### config.mk
export PLATFORM = sky130hd
export DESIGN_NAME = multi_edge_detect
export DESIGN_NICKNAME = d
export VERILOG_FILES = /design/src/rtl/multi_edge_detect.sv
export SDC_FILE = /design/constraint.sdc
export NUM_CORES = 1
export LEC_CHECK = 0
export ABC_CLOCK_PERIOD_IN_PS = 3500
export CORE_MARGIN = 4
export CORE_UTILIZATION = 53
export DETAILED_ROUTE_END_ITERATION = 16
export GPL_ROUTABILITY_DRIVEN = 0
export PLACE_DENSITY = 0.85
export SLEW_MARGIN = 10
export SYNTH_ARGS = -nofsm -noshare
export SYNTH_HDL_FRONTEND = slang
export SYNTH_SLANG_ARGS = --single-unit
export TNS_END_PERCENT = 30
### constraint.sdc
create_clock -name clk -period 3.5 [get_ports clk]
set_input_delay 0.35 -clock clk [delete_from_list [all_inputs] [get_ports clk]]
set_output_delay 0.35 -clock clk [all_outputs]
set_load 0.02 [all_outputs]
### src/rtl/multi_edge_detect.sv
//------------------------------------------------------------------------------
// multi_edge_detect
//   N-channel glitch-filtered edge detector with rising/falling/any pulses,
//   sticky edge flags and saturating per-channel edge counters.
//   Optional macro: EDGE_SYNC_EN adds a 2-flop input synchronizer per channel.
// Revision: 1.0
//------------------------------------------------------------------------------
`default_nettype none

module multi_edge_detect #(
  parameter int N          = 4,
  parameter int FILTER_LEN = 3,
  parameter int CNT_W      = 8
) (
  input  logic               clk,
  input  logic               reset,
  input  logic [N-1:0]       a_i,
  input  logic [N-1:0]       clr_i,
  output logic [N-1:0]       rising_edge_o,
  output logic [N-1:0]       falling_edge_o,
  output logic [N-1:0]       any_edge_o,
  output logic [N-1:0]       level_o,
  output logic [N-1:0]       sticky_rise_o,
  output logic [N-1:0]       sticky_fall_o,
  output logic [N*CNT_W-1:0] edge_cnt_o
);

  localparam int               S_W     = (FILTER_LEN > 1) ? $clog2(FILTER_LEN) : 1;
  localparam logic [S_W-1:0]   S_LAST  = S_W'(FILTER_LEN - 1);
  localparam logic [CNT_W-1:0] CNT_MAX = '1;

  logic [N-1:0] x_w;

`ifdef EDGE_SYNC_EN
  logic [N-1:0] sync1_q;
  logic [N-1:0] sync2_q;

  always_ff @(posedge clk) begin
    if (reset) begin
      sync1_q <= '0;
      sync2_q <= '0;
    end else begin
      sync1_q <= a_i;
      sync2_q <= sync1_q;
    end
  end

  assign x_w = sync2_q;
`else
  assign x_w = a_i;
`endif

  for (genvar n = 0; n < N; n++) begin : g_ch
    logic             f_q, f_d;
    logic [S_W-1:0]   s_q, s_d;
    logic             rise_q, rise_d;
    logic             fall_q, fall_d;
    logic             srise_q, srise_d;
    logic             sfall_q, sfall_d;
    logic [CNT_W-1:0] cnt_q, cnt_d;
    logic             edge_w;

    // s counts consecutive samples disagreeing with the accepted level
    always_comb begin
      f_d    = f_q;
      s_d    = s_q;
      rise_d = 1'b0;
      fall_d = 1'b0;
      if (x_w[n] == f_q) begin
        s_d = '0;
      end else if (s_q == S_LAST) begin
        f_d    = x_w[n];
        s_d    = '0;
        rise_d = x_w[n];
        fall_d = ~x_w[n];
      end else begin
        s_d = s_q + 1'b1;
      end
    end

    assign edge_w = rise_d | fall_d;

    always_comb begin
      srise_d = rise_d | (srise_q & ~clr_i[n]);
      sfall_d = fall_d | (sfall_q & ~clr_i[n]);
      cnt_d   = cnt_q;
      if (clr_i[n]) begin
        cnt_d = edge_w ? CNT_W'(1) : '0;
      end else if (edge_w && (cnt_q != CNT_MAX)) begin
        cnt_d = cnt_q + 1'b1;
      end
    end

    always_ff @(posedge clk) begin
      if (reset) begin
        f_q     <= 1'b0;
        s_q     <= '0;
        rise_q  <= 1'b0;
        fall_q  <= 1'b0;
        srise_q <= 1'b0;
        sfall_q <= 1'b0;
        cnt_q   <= '0;
      end else begin
        f_q     <= f_d;
        s_q     <= s_d;
        rise_q  <= rise_d;
        fall_q  <= fall_d;
        srise_q <= srise_d;
        sfall_q <= sfall_d;
        cnt_q   <= cnt_d;
      end
    end

    assign rising_edge_o[n]                = rise_q;
    assign falling_edge_o[n]               = fall_q;
    assign any_edge_o[n]                   = rise_q | fall_q;
    assign level_o[n]                      = f_q;
    assign sticky_rise_o[n]                = srise_q;
    assign sticky_fall_o[n]                = sfall_q;
    assign edge_cnt_o[n*CNT_W +: CNT_W]    = cnt_q;
  end

endmodule

`default_nettype wire

==> run metrics, run 1 <==
CTS Root Cell=clkbuf_8; clock power share=a little over two fifths; Post-route DRC=0; Crit Path Category=register to register; CP Data Arrival Time=2.08 ns; Max Cap Violations=0; placed cell areas=approximately 0.0033 mm^2; CTS tree=done; CP delay by family, top=compound AO/OA/AOI/OAI gates; status=complete, no violations; internal power=between 1 and 1.5 mW; Gate Count Post-Synth=slightly below 300; Setup Viol. Count Final=0; number of diodes=0; Slowest-stage cell, CP=o211ai_2; Synth Flop Type=dfxtp_1; Area contributors post-synth=dfxtp_1 (44%), buf_4 (5.5%), a21oi_1 (4.2%); worst-path fanout max=15; RSZ-0062 raised after global routing=false; setup TNS=0 ns; Ys Warns=0; sequential area share after synthesis=between 40% and 50%; Bufs on Longest Clock Path=2; CTS clock-pin slew for the worst setup and hold paths=roughly 0.06 ns; Placeable Area=0.004848 mm^2; Tot Pwr=around 1.4 mW; cts repair resizes=0; Combinational Power Share=between 5 and 6%; endpoints failing hold=0; Initial Util=56.46%; vias in the first global route=2128; drt via density=between 5 and 6; Final HPWL DP=3.955 mm; Worst Setup End Kind=register; Post-synth EDFFs=0; Final Max Tran Viols=0; Die Span Y=between 70 and 80 um; Max Fclk=537.9 MHz; first-pass GRT wire length=9.508 mm; largest net degree at the start of global routing=31; post-synth top area cell=dfxtp_1; Mapped Area=0.002738 mm^2; later-pin clock latency in the skew report=~0.33 ns; GRT Total Usage=18.82%; CTS Sinks=60; Yosys top cell area share=between 40% and 50%; Cells after DPL=just under 400; Max VDD drop=between 0.3 and 0.4 mV; syn nets=~310; Final Util=roughly 70%; delay of the slowest critical-path stage=roughly 0.44 ns; Post-synth ARST share=0%; setup bufs post-CTS=0; Req. time, crit path=3.72 ns; die area=approximately 0.0064 mm^2; H-tree depth=3; Vias=2270; Hold WC Path Type=register to register; Port-buffer cells=65; number of library cell types mapped by synthesis=between 40 and 50; min cycle time layout=between 1.5 and 2 ns; cells along the critical path=ha_1 > nand3_1 > o211ai_2 > mux2_2 > and2_1; Post-Route WL=between 5 and 6 mm; Std-Cell Rows=25; worst-margin pin slew=just under 1 ns; Setup Skew=0.006897 ns; width of the die=79.87 um; routed length per instance=between 10 and 15 um; TritonCTS buffer count=9; Filler cells=~370; WP buf/inv=0; Final ANT Viol Nets=0; fin crit share=53.12%; Startpoint Class=register; fin area=about 0.0035 mm^2; share of layout cells above drive strength 1=roughly 8.4%; Non-Filler Instances=around 410; DRT Pass-1 Iters=4; Layout Nets=~360; Max transition margin=a little over a third; syn avg cell area=around 9.3 um^2; Hold Slack=roughly 0.41 ns; Sw Share=a little over a fifth; switching pwr=approximately 0.3 mW; # hold bufs at CTS=0; Final Worst Setup Slack=1.641 ns; pre-CTS setup slack=about 1.3 ns; Yosys reg bits=60; initial antenna violation count=0; Remaining Overflow, GRT=0; Flop pwr share=50.9%; num ports=66; Cell Pwr Density=395.9 mW/mm^2; Leak=~1.2 nW; First DRT Iteration DRCs=85; area delta synth->final=26.65%
cell type report:
type	count	area, um^2	area share, %
timing repair buffer	65	650.6	18.77
clock buffer	13	148.9	4.294
clock inverter	2	35.03	1.010
tap	67	83.83	2.418
inverter	9	33.78	0.9744
multi-input combinational	196	1314	37.89
sequential	60	1201	34.64
path summary, 6_finish.rpt:
check / start / to / slack (ns) / cells after the start
hold reg to reg: g_ch[0].s_q[0] / g_ch[0].s_q[0] / 0.41 / 1
hold / removal: g_ch[0].s_q[0] / g_ch[0].s_q[0] / 0.41 / 1
setup / recovery: g_ch[2].cnt_q[0] / g_ch[2].cnt_q[1] / 1.64 / 5
setup reg to reg: g_ch[2].cnt_q[0] / g_ch[2].cnt_q[1] / 1.64 / 5
power groups by stage:
stage / combinational, mW / clock (mW) / sequential, mW
final: 0.0794 / 0.594 / 0.699
after global routing: 0.0879 / 0.637 / 0.700
after CTS: 0.0800 / 0.605 / 0.699
after detailed placement: 0.0789 / 0 / 0.714
after global placement: 0.0765 / 0 / 0.714
after floorplan: 0.0514 / 0 / 0.714
cells in the mapped netlist (all sizes together), types with 4 or more instances:
cell type / number
inv: 9
a21oi: 23
nor4: 5
mux2i: 7
clkbuf: 7
ha: 8
o31ai: 5
o21ai: 13
nand3: 15
buf: 23
xor2: 6
or4: 4
nand2: 12
nor2: 20
or3: 12
o211ai: 5
nor4bb: 8
or2: 8
dfxtp: 60
nand4: 8
a21o: 8
metal layers:
metal	wire length [um]	GRT usage [%]	vias up
met5	0	0	-
met4	108	9.291	0
met3	279	4.853	9
met2	2623	30.05	58
met1	2499	23.48	1054
li1	-	-	1149
sequential cells by signal (all words and copies together) (netlist names):
name / cells
g_ch.f_q: 4
g_ch.sfall_q: 4
g_ch.cnt_q: 32
g_ch.s_q: 8
g_ch.rise_q: 4
g_ch.srise_q: 4
g_ch.fall_q: 4
cell families after synthesis:
kind of cell | Yosys count | synth area share (%)
buffers and inverters | 39 | 8.135
DFF | 60 | 43.88
and+or+nand+nor | 107 | 22.94
muxes | 9 | 3.382
AOI/OAI and AO/OA | 64 | 15.17
adders and majority gates | 8 | 3.656
xor gates and xnor gates | 8 | 2.834
layout by cell type, fill, tap and decap left out, drive strengths merged, types with 2 or more instances in the layout:
| master | netlist | final |
|---|---|---|
| clkdlybuf4s50 | 0 | 65 |
| dfxtp | 60 | 60 |
| a21oi | 23 | 23 |
| nor2 | 20 | 20 |
| nand3 | 15 | 15 |
| o21ai | 13 | 13 |
| clkbuf | 7 | 13 |
| nand2 | 12 | 12 |
| or3 | 12 | 12 |
| inv | 9 | 9 |
| nor4bb | 8 | 8 |
| a21o | 8 | 8 |
| nand4 | 8 | 8 |
| ha | 8 | 8 |
| or2 | 8 | 8 |
| mux2i | 7 | 7 |
| xor2 | 6 | 6 |
| nor4 | 5 | 5 |
| o31ai | 5 | 5 |
| o211ai | 5 | 5 |
| or4 | 4 | 4 |
| and2 | 3 | 3 |
| nand3b | 3 | 3 |
| o21a | 3 | 3 |
| xnor2 | 2 | 2 |
| and4 | 2 | 2 |
| mux2 | 2 | 2 |
| and3 | 2 | 2 |
| nor3 | 2 | 2 |
| o2111ai | 2 | 2 |
| a41oi | 2 | 2 |
(Power assumes the default switching activity.)
==> inputs of run 2 (changes only) <==
ABC_CLOCK_PERIOD_IN_PS = 1500   (was 3500)
CORE_UTILIZATION = 44   (was 53)
PLACE_DENSITY = 0.75   (was 0.85)
clock period = 1.5 ns   (was 3.5 ns; I/O delays follow)
==> run 2 against run 1 <==
  * The flow now finishes with violations (negative setup slack)
  * Combinational power rose to 3.3 times the previous value
  * Flip-flop and latch count is the same
  * Clock skew is 0.0014 ns lower
  * Critical path depth unchanged
  * Fmax rose by 11%
  * Utilization shrank 2.3 points
  * Final area grew 20%
  * Final cell count rose by 17%
  * Global-route usage shrank 0.094 points
  * Non-clock buffer count rose by 61
==> run metrics, run 2 (same netlist as run 1, synthesis figures left out) <==
Setup Skew=between 0.005 and 0.006 ns; worst-margin pin slew=approximately 0.4 ns; Std-Cell Rows=28; Placeable Area=roughly 0.0060 mm^2; H-tree depth=3; Leak=1.889 nW; TritonCTS buffer count=9; failing checks=negative setup slack; number of diodes=0; Final Util=around 69%; worst-path fanout max=3; Remaining Overflow, GRT=0; Port-buffer cells=65; min cycle time layout=1.672 ns; Worst Setup End Kind=register; Combinational Power Share=7.4%; CTS clock-pin slew for the worst setup and hold paths=0.07 ns; Final Max Tran Viols=0; later-pin clock latency in the skew report=about 0.34 ns; Startpoint Class=register; Post-route DRC=0; GRT Total Usage=around a fifth; Die Span Y=approximately 87 um; Flop pwr share=46.5%; highest-count cells in the layout ignoring fill and taps=buf_4 (54), dfxtp_1 (50), dlygate4sd2_1 (37); die area=about 0.0075 mm^2; multi-input logic area=between 0.001 and 0.0015 mm^2; reg2reg setup slack=-0.17 ns; area delta synth->final=51.42%; status=complete, but fails checks; HP Start=a_i[2]; initial antenna violation count=0; fin crit share=111.4%; DRT Pass-1 Iters=6; Max Fclk=around 600 MHz; endpoints failing hold=0; CP Data Arrival Time=just under 2 ns; internal power=between 2 and 3 mW; CTS Root Cell=clkbuf_8; Max Cap Violations=0; CTS Sinks=60; Storage cell area=approximately 0.0012 mm^2; register bank with the most flops=g_ch.cnt_q; Max VDD drop=just over 0.7 mV; biggest regs=g_ch.cnt_q (32), g_ch.s_q (8); Final HPWL DP=approximately 4.5 mm; max reg flops=32; RSZ-0062 raised after global routing=true; share of layout cells above drive strength 1=30.47%; Setup Viol. Count Final=11; commonest non-fill, non-tap cell in the layout=buf_4; largest net degree at the start of global routing=31; CTS tree=done; Bufs on Longest Clock Path=2; vias in the first global route=2560; num ports=between 60 and 70; Post-Route WL=6.934 mm; Req. time, crit path=about 1.8 ns; clock power share=between 40% and 50%; first-pass GRT wire length=11.26 mm; Final ANT Viol Nets=0; Tot Pwr=3.484 mW; Max transition margin=between 70% and 80%; Filler cells=471; Critical Path Start=g_ch[1].cnt_q[1]; Hold WC Path Type=primary input to register; routed length per instance=roughly 14 um; Sw Share=~22%; Cell Pwr Density=roughly 840 mW/mm^2; Crit Path Category=register to register; FF-to-FF Start=g_ch[1].cnt_q[1]; # hold bufs at CTS=0; First DRT Iteration DRCs=90; switching pwr=between 0.7 and 0.8 mW; width of the die=between 80 and 90 um; Initial Util=roughly 46%; Vias=between 2000 and 3000; drt via density=about 5.4; Final Worst Setup Slack=-0.1717 ns; Layout Nets=420
## run 2: layout make-up
cell class / instances / area share, %
multi-input combinational: 196 / 35.47
clock inverter: 5 / 1.811
clock buffer: 11 / 3.411
timing repair buffer: 126 / 26.71
inverter: 9 / 0.8150
tap: 75 / 2.264
sequential: 60 / 29.52
## run 2: metrics by stage
step | cell area (um^2) | setup TNS (ns) | hold WS (ns) | cells | setup slack, ns
finish | 4145 | -0.5914 | 0.1554 | 482 | -0.1717
global route | 4145 | -1.361 | 0.1673 | 482 | -0.2011
CTS | 3951 | -0.2626 | 0.4138 | 473 | -0.1043
detailed placement | 3700 | -6.980 | 0.4048 | 453 | -0.4658
floorplan | 2771 | -0.3366 | 0.2391 | 295 | -0.09559
global placement | 3700 | -5.600 | 0.3992 | 453 | -0.3732
## run 2: power by group through the flow
stage | Sequential [mW] | Clock [mW] | Combinational, mW
3_3_place_gp | 1.66 | 0 | 0.227
6_report | 1.62 | 1.60 | 0.260
4_1_cts | 1.62 | 1.62 | 0.240
2_1_floorplan | 1.66 | 0 | 0.120
5_1_grt | 1.62 | 1.70 | 0.283
3_5_place_dp | 1.66 | 0 | 0.234
## run 2: worst paths after layout
check,end,cells past startpoint
worst max-delay path,g_ch[1].cnt_q[7],5
worst min-delay path,g_ch[2].fall_q,2
worst max register to register,g_ch[1].cnt_q[7],5
worst min register to register,g_ch[0].s_q[0],1
## run 2: worst max-delay path, cell delays in order (launching register included)
cell,delay [ns]
dfxtp_4,0.35
ha_4,0.16
nand4_1,0.10
or3b_4,0.41
or4_4,0.43
a21oi_2,0.15
## run 2: per-layer routing
metal / wire (um) / GRT usage, %
met5: 0 / 0
met3: 378 / 4.163
met4: 214 / 10.20
met2: 3422 / 31.33
met1: 2919 / 22.17
## run 2: timing repair
item                       in CTS  in global routing
setup buffers                   4                  9
pin swaps                       5                 12
setup endpoints to repair      48                 28
resized for setup              46                 35
==> inputs of run 3 (changes only) <==
ABC_AREA = 1   (was not set)
CORE_UTILIZATION = 46   (was 44)
PLACE_DENSITY = 0.76   (was 0.75)
==> run 3 against run 2 <==
  * The run now ends clean
  * Via count is 7.6% higher
  * Fmax is 15% higher
  * Clock power is 13% lower
  * Register-to-register slack improved by 0.29 ns
  * Flip-flop and latch count did not move
==> run metrics, run 3 <==
status=complete, no violations; endpoints failing hold=0; cells along the critical path=clkdlybuf4s50_1; Slowest-stage cell, CP=clkdlybuf4s50_1; max reg flops=32; number of library cell types mapped by synthesis=23; WP buf/inv=1; switching pwr=between 0.8 and 0.9 mW; Hold Path Cell Cnt=1; Final ANT Viol Nets=0; Die Span Y=about 90 um; Crit Path Category=register to output pin; Initial Util=~48%; Port-buffer cells=between 60 and 70; Gate Count Post-Synth=428; internal power=approximately 2.6 mW; critical path depth in cells=1; Setup Viol. Count Final=0; first-pass GRT wire length=11.27 mm; Yosys top cell area share=a little under 40%; RSZ-0062 raised after global routing=false; Flop pwr share=about half; Hold Slack=0.4099 ns; Mapped Area=0.003070 mm^2; min cycle time layout=approximately 1.5 ns; biggest regs=g_ch.cnt_q (32), g_ch.s_q (8); GRT Total Usage=16.55%; Final Max Tran Viols=0; Yosys reg bits=60; Post-Route WL=~6.6 mm; drt via density=roughly 4.9; DRT Pass-1 Iters=4; clock power share=around two fifths; later-pin clock latency in the skew report=approximately 0.33 ns; Std-Cell Rows=29; FF-to-FF path depth=10; Bufs on Longest Clock Path=2; die area=roughly 0.0080 mm^2; Max Cap Violations=0; CTS Root Cell=clkbuf_8; Ys Warns=0; setup TNS=0 ns; pre-CTS setup slack=around 0.028 ns; highest-count cells in the layout ignoring fill and taps=nand2_1 (105), dfxtp_1 (57), inv_1 (55); Filler cells=610; commonest non-fill, non-tap cell in the layout=nand2_1; Final Worst Setup Slack=about 0.047 ns; Max VDD drop=between 0.6 and 0.7 mV; fin crit share=96.88%; syn avg cell area=between 7 and 8 um^2; Post-route DRC=0; Remaining Overflow, GRT=0; Final HPWL DP=just under 5 mm; Post-synth EDFFs=0; vias in the first global route=2612; CP delay by family, top=buffers and inverters; Worst Setup End Kind=output pin; Combinational Power Share=about a tenth; Vias=2792; largest net degree at the start of global routing=16; Final Util=approximately three fifths; CTS Sinks=60; syn nets=446; First DRT Iteration DRCs=76; TritonCTS buffer count=9; post-synth top area cell=dfxtp_1; register bank with the most flops=g_ch.cnt_q; CP Data Arrival Time=between 1 and 1.5 ns; Setup Skew=around 0.01 ns; Max transition margin=60.33%; worst-path fanout max=3; Tot Pwr=~3.4 mW; setup bufs post-CTS=0; top post-synthesis cells by count=nand2_1 (105), dfxtp_1 (60), inv_1 (55); Req. time, crit path=around 1.4 ns; width of the die=89.70 um; Area contributors post-synth=dfxtp_1 (39%), nand2_1 (13%), inv_1 (6.7%); Cell Pwr Density=between 800 and 900 mW/mm^2; Startpoint Class=register; worst-margin pin slew=0.5944 ns; H-tree depth=3; num ports=66; Sw Share=between 20% and 30%; Leak=between 1.5 and 2 nW; Max Fclk=a little under 700 MHz; initial antenna violation count=0; CTS tree=done; number of diodes=0; area delta synth->final=28.61%; Placeable Area=0.006422 mm^2; CTS clock-pin slew for the worst setup and hold paths=roughly 0.06 ns; Layout Nets=512; share of layout cells above drive strength 1=between 10% and 20%; top-count cell post-synth=nand2_1; sequential area share after synthesis=39.12%; Synth Flop Type=dfxtp_1; Post-synth ARST share=0%; routed length per instance=roughly 12 um; delay of the slowest critical-path stage=~0.62 ns; Hold WC Path Type=register to register
[run 3: changes by cell type in the layout (fill, tap and decap cells not counted), sizes merged, moves of 7 or more]
cell	change
o21ai	+16
inv	+49
nor4bb	-8
nand3	+25
a21o	-8
nand2	+115
nor2	+26
dlygate4sd2	-14
mux2i	-7
buf	-47
or3	-12
dlymetal6s2s	+8
[run 3: per-stage QoR]
step	cell area (um^2)	instances
2_1_floorplan	3070	428
3_3_place_gp	3755	560
3_5_place_dp	3755	560
4_1_cts	3910	575
5_1_grt	3949	575
6_report	3949	575
[run 3: layer usage]
| layer | GRT usage, % | up-vias | share of wire [%] |
|---|---|---|---|
| li1 | - | 1470 | - |
| met1 | 21.45 | 1230 | 47 |
| met2 | 26.19 | 82 | 46 |
| met3 | 4.841 | 10 | 5.4 |
| met4 | 6.130 | 0 | 1.5 |
| met5 | 0 | - | 0 |
[run 3: power by group through the flow]
stage / Clock, mW / Sequential [mW] / Combinational [mW]
after floorplan: 0 / 1.71 / 0.200
after global placement: 0 / 1.69 / 0.340
after detailed placement: 0 / 1.69 / 0.347
after CTS: 1.44 / 1.65 / 0.340
after global routing: 1.51 / 1.66 / 0.378
final: 1.39 / 1.65 / 0.338
[run 3: cell type report]
type | count | area (um^2) | area share, %
Clock inverter | 2 | 35.03 | 0.8872
Inverter | 58 | 217.7 | 5.513
Clock buffer | 13 | 148.9 | 3.771
Multi-Input combinational cell | 286 | 1489 | 37.71
Timing Repair Buffer | 79 | 757.0 | 19.17
Sequential cell | 60 | 1205 | 30.51
Tap cell | 77 | 96.34 | 2.440
[run 3: timing repair]
item / CTS / global route
pin swaps: 0 / 0
setup endpoints to repair: 23 / 18
hold buffers: 0 / 0
resized for setup: 23 / 17
[run 3: path summary, 6_finish.rpt]
check                           slack [ns]              from                to
worst max-delay path                  0.05  g_ch[2].cnt_q[7]    edge_cnt_o[23]
worst min-delay path                  0.41    g_ch[3].s_q[0]    g_ch[3].s_q[0]
worst max register to register        0.12  g_ch[2].cnt_q[1]  g_ch[2].cnt_q[6]
worst min register to register        0.41    g_ch[3].s_q[0]    g_ch[3].s_q[0]
[run 3: logic make-up (layout without fill, tap and decap cells)]
logic type	Yosys count	in the layout	share of synthesized area (%)
flops	60	60	39.12
fa+ha+maj	8	8	3.260
compound gates	58	58	9.739
buf+inv	82	152	12.55
simple gates	220	220	35.33
